### src/rtl/pmod_keypad_entry.sv
// 4x4 matrix keypad scanner with frame-based debounce and a decimal entry
// accumulator that publishes a binary value on the E key.
module pmod_keypad_entry #(
  parameter int NDIGITS         = 2,
  parameter int NBITS           = 7,
  parameter int SCAN_POT        = 16,
  parameter int DEBOUNCE_FRAMES = 3
) (
  input  logic             clk,
  input  logic             rst,
  input  logic [3:0]       rows,
  output logic [3:0]       cols,
  output logic [3:0]       key_code,
  output logic             key_valid,
  output logic [NBITS-1:0] entry,
  output logic [1:0]       digit_count,
  output logic [NBITS-1:0] bin_out,
  output logic             bin_valid
);

  localparam int            CW         = $clog2(DEBOUNCE_FRAMES + 1);
  localparam logic [CW-1:0] DB_TARGET  = CW'(DEBOUNCE_FRAMES);
  localparam logic [1:0]    MAX_DIGITS = 2'(NDIGITS);

  typedef enum logic [1:0] {IDLE, CONFIRM, HELD, RELEASE} state_t;
  typedef enum logic [1:0] {CLS_NONE, CLS_SINGLE, CLS_MULTI} cls_t;

  logic [3:0]          rows_meta;
  logic [3:0]          rows_sync;
  logic [SCAN_POT+1:0] scan_cnt;
  logic [1:0]          col_idx;
  logic                dwell_end;
  logic                frame_end;
  logic [15:0]         held_keys;
  logic [15:0]         frame_keys;
  cls_t                frame_cls;
  logic [3:0]          frame_code;
  state_t              state;
  logic [CW-1:0]       db_cnt;
  logic [3:0]          cand_code;

  function automatic logic [3:0] key_map(input logic [3:0] idx);
    case (idx)
      4'd0:    return 4'h1;
      4'd1:    return 4'h2;
      4'd2:    return 4'h3;
      4'd3:    return 4'hA;
      4'd4:    return 4'h4;
      4'd5:    return 4'h5;
      4'd6:    return 4'h6;
      4'd7:    return 4'hB;
      4'd8:    return 4'h7;
      4'd9:    return 4'h8;
      4'd10:   return 4'h9;
      4'd11:   return 4'hC;
      4'd12:   return 4'h0;
      4'd13:   return 4'hF;
      4'd14:   return 4'hE;
      default: return 4'hD;
    endcase
  endfunction

  // Upper two counter bits select the column, lower SCAN_POT bits time the dwell.
  assign col_idx   = scan_cnt[SCAN_POT+1:SCAN_POT];
  assign dwell_end = &scan_cnt[SCAN_POT-1:0];
  assign frame_end = dwell_end && (col_idx == 2'd3);
  assign cols      = ~(4'b0001 << col_idx);

  // NOTE: sequential state uses non-blocking assignments so every flop samples pre-edge values.
  always_ff @(posedge clk) begin
    if (rst) begin
      rows_meta <= 4'hF;
      rows_sync <= 4'hF;
      scan_cnt  <= '0;
      held_keys <= '0;
    end else begin
      rows_meta <= rows;
      rows_sync <= rows_meta;
      scan_cnt  <= scan_cnt + (SCAN_POT+2)'(1);
      if (dwell_end) begin
        for (int r = 0; r < 4; r++) held_keys[4*r + int'(col_idx)] <= ~rows_sync[r];
      end
    end
  end

  // NOTE: every always_comb output gets a default first so no latch is inferred.
  always_comb begin
    frame_keys = held_keys;
    for (int r = 0; r < 4; r++) frame_keys[4*r + 3] = ~rows_sync[r];
  end

  always_comb begin
    frame_cls  = CLS_NONE;
    frame_code = 4'h0;
    if (frame_keys != 16'h0) begin
      if ((frame_keys & (frame_keys - 16'd1)) == 16'h0) frame_cls = CLS_SINGLE;
      else                                              frame_cls = CLS_MULTI;
    end
    for (int i = 0; i < 16; i++) begin
      if (frame_keys[i]) frame_code = key_map(4'(i));
    end
  end

  always_ff @(posedge clk) begin
    if (rst) begin
      state     <= IDLE;
      db_cnt    <= '0;
      cand_code <= '0;
      key_code  <= '0;
      key_valid <= 1'b0;
    end else begin
      key_valid <= 1'b0;
      if (frame_end) begin
        case (state)
          IDLE: begin
            if (frame_cls == CLS_SINGLE) begin
              cand_code <= frame_code;
              db_cnt    <= CW'(1);
              state     <= CONFIRM;
            end
          end
          CONFIRM: begin
            if (frame_cls == CLS_SINGLE && frame_code == cand_code) begin
              db_cnt <= db_cnt + CW'(1);
              if (db_cnt + CW'(1) == DB_TARGET) begin
                key_valid <= 1'b1;
                key_code  <= cand_code;
                state     <= HELD;
              end
            end else if (frame_cls == CLS_SINGLE) begin
              cand_code <= frame_code;
              db_cnt    <= CW'(1);
            end else begin
              state <= IDLE;
            end
          end
          HELD: begin
            if (frame_cls == CLS_NONE) begin
              db_cnt <= CW'(1);
              state  <= RELEASE;
            end
          end
          default: begin
            if (frame_cls == CLS_NONE) begin
              db_cnt <= db_cnt + CW'(1);
              if (db_cnt + CW'(1) == DB_TARGET) state <= IDLE;
            end else begin
              state <= HELD;
            end
          end
        endcase
      end
    end
  end

  // Acts on the registered key the cycle after key_valid; x10 is built from shifts.
  always_ff @(posedge clk) begin
    if (rst) begin
      entry       <= '0;
      digit_count <= '0;
      bin_out     <= '0;
      bin_valid   <= 1'b0;
    end else begin
      bin_valid <= 1'b0;
      if (key_valid) begin
        if (key_code <= 4'h9) begin
          if (digit_count < MAX_DIGITS) begin
            entry       <= (entry << 3) + (entry << 1) + NBITS'(key_code);
            digit_count <= digit_count + 2'd1;
          end
        end else if (key_code == 4'hC) begin
          entry       <= '0;
          digit_count <= '0;
        end else if (key_code == 4'hE) begin
          bin_out     <= entry;
          bin_valid   <= 1'b1;
          entry       <= '0;
          digit_count <= '0;
        end
      end
    end
  end

endmodule

### config.mk
export PLATFORM = sky130hd
export DESIGN_NAME = pmod_keypad_entry
export DESIGN_NICKNAME = d
export VERILOG_FILES = /design/src/rtl/pmod_keypad_entry.sv
export SDC_FILE = /design/constraint.sdc
export NUM_CORES = 1
export LEC_CHECK = 0
export ABC_AREA = 1
export CORE_ASPECT_RATIO = 1.1
export CORE_MARGIN = 2
export CORE_UTILIZATION = 34
export DETAILED_ROUTE_END_ITERATION = 8
export PLACE_DENSITY = 0.52
export SYNTH_ARGS = -nofsm -noshare
export SYNTH_HDL_FRONTEND = slang
export SYNTH_SLANG_ARGS = --single-unit
### constraint.sdc
create_clock -name clk -period 3.3 [get_ports clk]
set_input_delay 0.66 -clock clk [delete_from_list [all_inputs] [get_ports clk]]
set_output_delay 0.66 -clock clk [all_outputs]
set_load 0.01 [all_outputs]
==> impl_metrics.csv <==
group,metric,value,unit
grt,grt_usage,0.166,
timing,worst_pin_slew,395,ps
drt,drc,0,
timing,max_slew_margin,0.736,
placement,dpl.hpwl,6340,um
placement,port_buffers,31,
die,num_rows,39,
die,fp.dieH,113,um
logic_synthesis,synth-seq-cells,68,
clock_network,cts_buffer_depth,2,
logic_synthesis,yosysWarnings,0,
grt,grt_pass1_wl,15300,um
logic_synthesis,syn_inst,535,
clock_network,cts.repair.resized,0,
logic_synthesis,synth_fp_nets,557,
die,coreArea,10400,sq um
run,max_cap_violations,0,
cells_and_area,drive_above_1_share,0.0933,
critical_path,required,3560,ps
clock_network,cts.sinks,68,
pwr,ir_drop,0.315,mV
timing,fin_crit_sh,0.709,
drt,wl_per_cell,11.8,um
cells_and_area,utilization,0.426,
placement,post-place-cells,706,
critical_path,critPathLaunchType,"register",
critical_path,crit_type,"reg -> reg",
drt,first_pass_iters,4,
die,start_util,0.350,
timing,final_hold_viol_count,0,
cells_and_area,regArea,1360,sq um
timing,tns,0,ps
logic_synthesis,dominantRegCellSynth,"dfxtp_1",
logic_synthesis,synth_commonest_cells,"nand2_1 (123), nor2_1 (77), inv_1 (69), dfxtp_1 (68), a21oi_1 (41)",
logic_synthesis,synth_enable_flop_cells,0,
grt,grt_pass1_vias,3350,
clock_network,clk_latency,330,ps
die,io_pins,32,
timing,fmax,0.427,GHz
logic_synthesis,yosys-top-cells-area,"dfxtp_1 (37%), nand2_1 (13%), nor2_1 (7.9%)",
die,die_w,103,um
drt,via_per_inst,4.64,
logic_synthesis,yosys.area.top_type,"dfxtp_1",
logic_synthesis,synth_top_area_share,0.372,
timing,finalCriticalPeriod,2340,ps
cells_and_area,num-fill-cells,1119,
logic_synthesis,avgSynthCellArea,6.83,sq um
drt,initialDrtViolationCount,169,
cells_and_area,layoutNonFillerInstCount,722,
timing,rsz0062_at_grt,"no",
logic_synthesis,synth_most_common_cell,"nand2_1",
logic_synthesis,async_flop_share,0,
critical_path,worstPathArrival,2600,ps
timing,finalSetupViolations,0,
grt,grt_antenna_before_repair,0,
clock_network,cts_buffers,9,
clock_network,cts-hold-fix-buffers,0,
clock_network,post_cts_buffers,0,
die,die_area,11600,sq um
cells_and_area,multiInputGateArea,2000,sq um
pwr,p_leak,1.94,nW
grt,grt_max_degree,37,
clock_network,cts_tree,"done",
critical_path,cp_max_fo,6,
clock_network,root_buffer,"clkbuf_16",
cells_and_area,n_antenna_cell,0,
drt,ant_nets,0,
placement,globalplace.congestion,0.893,
critical_path,end_kind,"register",
drt,totalWireLength,8500,um
logic_synthesis,synth_cell_types,38,
clock_network,path_clk_slew,60,ps
timing,slew_violations,0,
logic_synthesis,syn_area,3650,sq um
grt,grt_overflow,0,
drt,vias,3352,
cells_and_area,final_nets,596,
cells_and_area,area_growth,21.7,%
worst_hold_path,holdCritPathClass,"reg -> reg",
clock_network,htree_num_levels,3,
outcome,status,"completed",
timing,clock_skew,5.99,ps
logic_synthesis,ys_seq_area_frac,0.372,
pwr,cellPowerDensity,425,nW/um^2
## layout by cell type, fill, tap and decap left out, types with 4 or more instances in the layout
cell type,n
nor3_1,10
o21ai_1,6
nor2_1,77
or2_2,9
a21oi_1,41
clkdlybuf4s50_1,31
xnor2_1,4
nand2_2,6
ha_1,14
nand4_1,9
inv_1,69
dfxtp_1,68
o21ai_0,31
clkbuf_16,9
nor2_4,4
nand2_1,123
nand3_1,22
nor2_2,9
## per-stage QoR
stage	hold slack, ps	instance area (sq um)	total power [mW]	setup WS (ps)
global route	428	4450	1.97	588
finish	404	4450	1.89	961
detailed placement	393	4140	0.940	968
CTS	407	4450	1.93	950
floorplan	389	3650	0.914	1040
global placement	391	4140	0.939	992
## where the power goes
group | switching (mW) | total [mW] | internal, mW
sequential | 0.00470 | 0.833 | 0.829
combinational | 0.0570 | 0.0874 | 0.0304
clock | 0.363 | 0.969 | 0.607
## per-layer routing
metal	vias to the layer above	track usage	wire [um]
met5	-	0	0
met2	34	0.271	4070
met4	0	0.0684	162
met1	1507	0.214	4060
li1	1798	-	-
met3	13	0.0334	205
## registers in the layout, summed over array words and instances, names as in the netlist
| register | flops |
|---|---|
| rows_sync | 4 |
| entry | 7 |
| bin_valid | 1 |
| cand_code | 4 |
| db_cnt | 2 |
| key_valid | 1 |
| scan_cnt | 18 |
| digit_count | 2 |
| bin_out | 7 |
| state | 2 |
| rows_meta | 4 |
| key_code | 4 |
| held_keys | 12 |
## area by class of cell
class | count | share of cell area
multi-input cells | 389 | 0.450
flip-flops and latches | 68 | 0.306
repair buffers | 34 | 0.0748
inverters | 72 | 0.0608
clock buffers | 11 | 0.0546
well taps | 143 | 0.0402
clock inverters | 5 | 0.0138
## final timing paths
| kind | slack (ps) | from | depth (start not counted) | end |
|---|---|---|---|---|
| max | 960 | key_code[3]$_SDFFE_PP0P_ | 8 | entry[6]$_SDFFE_PP0P_ |
| min | 400 | rows_meta[2]$_SDFF_PP1_ | 1 | rows_sync[2]$_SDFF_PP1_ |
| max reg2reg | 960 | key_code[3]$_SDFFE_PP0P_ | 8 | entry[6]$_SDFFE_PP0P_ |
| min reg2reg | 400 | rows_meta[2]$_SDFF_PP1_ | 1 | rows_sync[2]$_SDFF_PP1_ |
## worst max-delay path, cell delays in order (launching register included)
cell and delay, ps:
dfxtp_1 370, fa_1 570, inv_1 60, fa_1 450, o21ai_0 190, a21oi_1 100, xor2_1 160, or2_2 270
a21oi_1 110
## cells by family (layout without fill, tap and decap cells)
kind of cell,after synthesis,after routing,share of synthesized area
and+or+nand+nor,281,281,0.350
adders and majority gates,16,16,0.0589
AOI/OAI and AO/OA,85,85,0.122
DFF,68,68,0.372
xor gates and xnor gates,7,7,0.0168
buffers and inverters,78,122,0.0801
Power figures use the tool's default switching activity.
